File: config.mk
export PLATFORM = sky130hd
export DESIGN_NAME = raytracing_ram_arbiter
export DESIGN_NICKNAME = d
export VERILOG_FILES = /design/src/rtl/raytracing_ram_pkg.sv /design/src/rtl/raytracing_rr_arb2.sv /design/src/rtl/raytracing_ram_arbiter.sv
export SDC_FILE = /design/constraint.sdc
export NUM_CORES = 1
export LEC_CHECK = 0
export ABC_AREA = 1
export CORE_AREA = 2 2 103 105
export DETAILED_ROUTE_END_ITERATION = 8
export DIE_AREA = 0 0 105 107
export GPL_TIMING_DRIVEN = 0
export PLACE_DENSITY_LB_ADDON = 0.15
export REMOVE_ABC_BUFFERS = 1
export SKIP_LAST_GASP = 1
export SLEW_MARGIN = 0
export SYNTH_ARGS = -nofsm -noshare
export SYNTH_HDL_FRONTEND = slang
export SYNTH_SLANG_ARGS = --single-unit
File: constraint.sdc
create_clock -name clk -period 7.2 [get_ports clk]
set_input_delay 2.16 -clock clk [delete_from_list [all_inputs] [get_ports clk]]
set_output_delay 2.16 -clock clk [all_outputs]
set_load 0.005 [all_outputs]
File: src/rtl/raytracing_ram_pkg.sv
// -----------------------------------------------------------------------------
// raytracing_ram_pkg
// Shared definitions for the ray-tracing frame RAM and its two-port arbiter.
// The memory-side constants are the single source of truth for both the RAM
// instance and raytracing_ram_arbiter. port_id_t names the two master ports.
// -----------------------------------------------------------------------------
package raytracing_ram_pkg;

   localparam int RAM_ADDR_W = 16;     // word-address width
   localparam int RAM_DATA_W = 32;     // data width
   localparam int RAM_DEPTH  = 38400;  // number of valid words

   typedef enum logic {
      PORT_M0 = 1'b0,
      PORT_M1 = 1'b1
   } port_id_t;

endpackage

File: src/rtl/raytracing_rr_arb2.sv
// -----------------------------------------------------------------------------
// raytracing_rr_arb2
// Two-requester round-robin arbiter. At most one grant per cycle.
// On contention the port that did not win last time is granted; a lone
// requester always wins. The last-grant register only moves on a grant.
//
// Ports:
//   clk           clock
//   reset         asynchronous active-high reset (last grant -> port 1,
//                 so port 0 wins the first contention)
//   i_en          grant enable; no grant is produced while low
//   i_req[1:0]    request per port
//   o_grant[1:0]  one-hot (or zero) grant, combinational
// -----------------------------------------------------------------------------
module raytracing_rr_arb2
   import raytracing_ram_pkg::*;
(
   input  logic       clk,
   input  logic       reset,
   input  logic       i_en,
   input  logic [1:0] i_req,
   output logic [1:0] o_grant
);

   port_id_t   r_last_grant;
   logic [1:0] w_grant;

   always_comb begin
      w_grant = 2'b00;
      if (i_en) begin
         if (i_req == 2'b11) begin
            w_grant = (r_last_grant == PORT_M1) ? 2'b01 : 2'b10;
         end else begin
            w_grant = i_req;
         end
      end
   end

   always_ff @(posedge clk or posedge reset) begin
      if (reset) begin
         r_last_grant <= PORT_M1;
      end else if (w_grant[0]) begin
         r_last_grant <= PORT_M0;
      end else if (w_grant[1]) begin
         r_last_grant <= PORT_M1;
      end
   end

   assign o_grant = w_grant;

endmodule

File: src/rtl/raytracing_ram_arbiter.sv
// -----------------------------------------------------------------------------
// raytracing_ram_arbiter
// Shares one single-port RAM (1-cycle read latency) between two Avalon-MM
// style masters m0/m1 using round-robin arbitration.
//
// Handshake: a port requests with read or write high (both high = write).
// The request is accepted in the cycle its waitrequest is 0; a waiting port
// must hold its request stable. An accepted read returns exactly one
// readdatavalid pulse on the issuing port in the following cycle.
//
// Ports:
//   clk, reset          clock, asynchronous active-high reset
//   reset_req           quiesce: no grants, clock-enable to RAM low
//   mN_*                master port N (address/byteenable/read/write/
//                       writedata in; waitrequest/readdata/readdatavalid out)
//   ram_*               RAM side; ram_readdata is RAM q
//   oor_err             sticky: an access at address >= DEPTH was seen
//
// Out-of-range accesses are accepted but never reach the RAM: writes are
// dropped, reads return zero with the normal one-cycle timing.
// -----------------------------------------------------------------------------
module raytracing_ram_arbiter
   import raytracing_ram_pkg::*;
#(
   parameter int ADDR_W = RAM_ADDR_W,
   parameter int DATA_W = RAM_DATA_W,
   parameter int DEPTH  = RAM_DEPTH,
   parameter int BE_W   = DATA_W / 8
) (
   input  logic              clk,
   input  logic              reset,
   input  logic              reset_req,
   input  logic [ADDR_W-1:0] m0_address,
   input  logic [BE_W-1:0]   m0_byteenable,
   input  logic              m0_read,
   input  logic              m0_write,
   input  logic [DATA_W-1:0] m0_writedata,
   output logic              m0_waitrequest,
   output logic [DATA_W-1:0] m0_readdata,
   output logic              m0_readdatavalid,
   input  logic [ADDR_W-1:0] m1_address,
   input  logic [BE_W-1:0]   m1_byteenable,
   input  logic              m1_read,
   input  logic              m1_write,
   input  logic [DATA_W-1:0] m1_writedata,
   output logic              m1_waitrequest,
   output logic [DATA_W-1:0] m1_readdata,
   output logic              m1_readdatavalid,
   output logic [ADDR_W-1:0] ram_address,
   output logic [BE_W-1:0]   ram_byteenable,
   output logic              ram_chipselect,
   output logic              ram_write,
   output logic [DATA_W-1:0] ram_writedata,
   output logic              ram_clken,
   input  logic [DATA_W-1:0] ram_readdata,
   output logic              oor_err
);

   // One extra bit so DEPTH == 2**ADDR_W still compares correctly.
   localparam logic [ADDR_W:0] DEPTH_V = (ADDR_W + 1)'(DEPTH);

   logic              w_en;
   logic [1:0]        w_req;
   logic [1:0]        w_grant;
   logic              w_granted;
   port_id_t          w_sel;
   logic [ADDR_W-1:0] w_addr;
   logic [BE_W-1:0]   w_be;
   logic [DATA_W-1:0] w_wdata;
   logic              w_wr;
   logic              w_oor;
   logic              w_issue;

   logic              r_rd_pending;
   port_id_t          r_rd_port;
   logic              r_rd_oor;
   logic              r_oor_err;

   // Gating with reset keeps every combinational output at its idle value
   // while reset is held, not just from the next clock edge.
   assign w_en  = ~reset & ~reset_req;
   assign w_req = {m1_read | m1_write, m0_read | m0_write};

   raytracing_rr_arb2 u_arb (
      .clk     (clk),
      .reset   (reset),
      .i_en    (w_en),
      .i_req   (w_req),
      .o_grant (w_grant)
   );

   assign w_granted = |w_grant;
   assign w_sel     = w_grant[1] ? PORT_M1 : PORT_M0;
   assign w_addr    = w_grant[1] ? m1_address    : m0_address;
   assign w_be      = w_grant[1] ? m1_byteenable : m0_byteenable;
   assign w_wdata   = w_grant[1] ? m1_writedata  : m0_writedata;
   assign w_wr      = w_grant[1] ? m1_write      : m0_write;
   assign w_oor     = ({1'b0, w_addr} >= DEPTH_V);
   assign w_issue   = w_granted & ~w_oor;

   assign ram_chipselect = w_issue;
   assign ram_write      = w_issue & w_wr;
   assign ram_address    = w_issue ? w_addr  : '0;
   assign ram_byteenable = w_issue ? w_be    : '0;
   assign ram_writedata  = w_issue ? w_wdata : '0;
   assign ram_clken      = w_en;

   assign m0_waitrequest = ~w_grant[0];
   assign m1_waitrequest = ~w_grant[1];

   // Read-return tracking: one outstanding read at most, since RAM latency
   // is one cycle; a new read can be granted in the same cycle a return
   // is delivered.
   always_ff @(posedge clk or posedge reset) begin
      if (reset) begin
         r_rd_pending <= 1'b0;
         r_rd_port    <= PORT_M0;
         r_rd_oor     <= 1'b0;
         r_oor_err    <= 1'b0;
      end else begin
         r_rd_pending <= w_granted & ~w_wr;
         r_rd_port    <= w_sel;
         r_rd_oor     <= w_oor;
         if (w_granted & w_oor) begin
            r_oor_err <= 1'b1;
         end
      end
   end

   assign m0_readdatavalid = r_rd_pending & (r_rd_port == PORT_M0);
   assign m1_readdatavalid = r_rd_pending & (r_rd_port == PORT_M1);
   assign m0_readdata      = (m0_readdatavalid & ~r_rd_oor) ? ram_readdata : '0;
   assign m1_readdata      = (m1_readdatavalid & ~r_rd_oor) ? ram_readdata : '0;
   assign oor_err          = r_oor_err;

endmodule

==> flow_summary.json <==
{
  "grt_antenna_before_repair": 2,
  "grt_setup_unrepaired": "no",
  "p_sw_w": 0.000125,
  "die_y_um": 107,
  "grt_pass1_wl_um": 15600,
  "fmax_mhz": 144,
  "cellPowerDensity_mw_per_mm2": 71.8,
  "drive_above_1_share_pct": 6.12,
  "grt_max_degree": 47,
  "coreArea_mm2": 0.0101,
  "start_kind": "input port",
  "initial_core_util_pct": 18.6,
  "synth_area_mm2": 0.00188,
  "cts_root_buf": "clkbuf_8",
  "holdWs_ns": 0.464,
  "worst_path_max_delay_cell": "clkdlybuf4s50_1",
  "final_max_slew_viol_count": 0,
  "dieArea_mm2": 0.0112,
  "netlist.area_leader.share_pct": 32.3,
  "tightest_slew_ns": 1.02,
  "power_leakage_nw": 2.41,
  "crit_top_cell": "nand2_1",
  "fin_skew_ns": 0.000610,
  "clkLatencyLatePin_ns": 0.22,
  "cts_num_sinks": 5,
  "synth-seq-cells": 5,
  "grt_pass1_vias": 3224,
  "multiInputGateArea_mm2": 0.00134,
  "netlist_instances": 430,
  "wl_per_cell_um": 12.8,
  "grt_use_total_pct": 17.3,
  "end_kind": "output port",
  "ys_seq_area_share_pct": 6.72,
  "io_pins": 267,
  "yosys_warnings": 0,
  "p_sw_share_pct": 36.8,
  "fin_nets": 830,
  "clkPwrFrac_pct": 15.0,
  "wl_um": 10500,
  "power.share.sequential_pct": 9.8,
  "place_inst": 811,
  "instances_no_fill": 823,
  "drc": 0,
  "synth.distinct_cells": 18,
  "period_minus_slack_ns": 6.94,
  "syn_to_final_growth_pct": 152,
  "fp.dieW_um": 105,
  "setup_tns_ns": 0,
  "arrival_ns": 4.78,
  "first_pass_iters": 4,
  "drt_iter0_markers": 126,
  "maxCapViolCount": 0,
  "fill_cells": 1136,
  "max_stage_delay_ns": 0.56,
  "crit_type": "in2out",
  "dp_hpwl_um": 8120,
  "p_comb_share_pct": 75.2,
  "overflow": 0,
  "max-clock-path-buffers": 2,
  "p_int_w": 0.000215,
  "max_slew_margin_pct": 31.9,
  "placed_cell_area_mm2": 0.00458,
  "crit_chain": "clkdlybuf4s50_1, inv_1, nand2_1, nand2_2, nand2_8, nand2_1, nand2_1, inv_1, o21ai_4, nand3_4, nor2_1, clkdlybuf4s50_1",
  "cts_hold_buffers": 0,
  "regArea_um2": 126,
  "max-vdd-ir-drop_uv": 41.2,
  "synth_area_leaders": "nand2_1 32%, nor2_1 20%, inv_1 20%",
  "setup_viol": 0,
  "vias": 3294,
  "post-route-cell-area_mm2": 0.00475,
  "cts_buffers": 3,
  "place_congestion": 0.784,
  "avgSynthCellArea_um2": 4.37,
  "status": "finished, final reports clean",
  "yosys.area.top_type": "nand2_1",
  "required_ns": 5.04,
  "h-tree-depth": 1,
  "cts_tree": "done",
  "hold_viol_final": 0,
  "port_buffers": 266,
  "hold_path.class": "reg2reg",
  "row_count": 37,
  "cp_max_fo": 15,
  "final_core_util_pct": 47.0,
  "postRouteAntennaNets": 0,
  "vias_per_cell": 4.00,
  "clk_pin_slew_ns": 0.03,
  "period_share_pct": 96.4
}
worst max-delay path: cells and delay by family:
kind	cells	cell delay [ns]
buffers and inverters	4	1.14
AND/OR/NAND/NOR	7	1.12
AO/OA/AOI/OAI	1	0.35
cell type report:
| class | count | area share, % |
|---|---|---|
| multi-input cells | 307 | 28.2 |
| repair buffers | 268 | 56.4 |
| flip-flops and latches | 5 | 2.66 |
| inverters | 102 | 8.09 |
| clock buffers | 4 | 0.949 |
| diodes | 1 | 0.0527 |
| well taps | 136 | 3.59 |
power by group through the flow:
stage,logic (W),registers (W),clock network (W)
after floorplan,0.0000888,0.0000331,0
after global placement,0.000242,0.0000334,0
after detailed placement,0.000244,0.0000335,0
after CTS,0.000260,0.0000335,0.0000519
after global routing,0.000282,0.0000337,0.0000551
final,0.000256,0.0000335,0.0000510
final timing paths:
kind                                    start                 end  slack (ns)  cells after the start
hold reg to reg                       oor_err             oor_err        0.46                      2
setup / recovery                     m0_write   ram_writedata[27]        0.26                     12
min in group asynchronous               reset        r_rd_pending        2.14                      2
setup reg to reg           u_arb.r_last_grant             oor_err        5.29                      9
hold / removal                        oor_err             oor_err        0.46                      2
max in group asynchronous               reset  u_arb.r_last_grant        4.84                      2
placed cells by master, fill, tap and decap left out, drive strengths merged:
master,netlist,layout
inv,102,101
buf,11,2
nand3b,1,1
nand2,166,168
clkinv,0,1
o21ai,5,5
dfrtp,4,4
nor2,123,123
diode,0,1
clkdlybuf4s50,0,266
nand3,6,9
clkbuf,10,4
nand4,1,1
dfstp,1,1
what timing repair did:
item,CTS,global route
resized for setup,7,1
setup buffers,0,2
gates cloned,5,0
setup endpoints to repair,53,21
pin swaps,3,1
stage by stage:
step	setup WS, ns	total power, W
floorplan	0.927	0.000122
global placement	-0.754	0.000276
detailed placement	-0.774	0.000278
CTS	0.101	0.000346
global route	0.0588	0.000371
finish	0.261	0.000341
synthesized netlist by cell type:
cell type	instances
nor2_1	102
dfrtp_1	4
nand3b_1	1
o21ai_2	2
nor2_4	1
inv_2	2
dfstp_2	1
nand3_1	5
buf_6	6
nand3_4	1
nand4_1	1
nand2_2	4
nand2_1	162
inv_1	100
clkbuf_1	10
buf_2	5
nor2_2	20
o21ai_0	3
registers in the layout, indices dropped and copies added, names as in the netlist:
name	count
oor_err	1
r_rd_oor	1
r_rd_pending	1
r_rd_port	1
u_arb.r_last_grant	1
cell families (layout without fill, tap and decap cells):
kind of cell	after synthesis	after routing	share of synthesized area, %
DFF	5	5	6.72
other	0	1	0
and+or+nand+nor	297	302	64.3
buffers and inverters	123	374	27.3
AOI/OAI and AO/OA	5	5	1.73
layer usage:
metal / vias up / share of wire, % / global-route usage [%]
li1: 1710 / - / -
met1: 1410 / 34 / 15.5
met2: 164 / 53 / 35.9
met3: 8 / 12 / 7.11
met4: 2 / 0.85 / 3.05
met5: - / 0.12 / 0
Note: power is estimated with default switching activity, not from simulation.
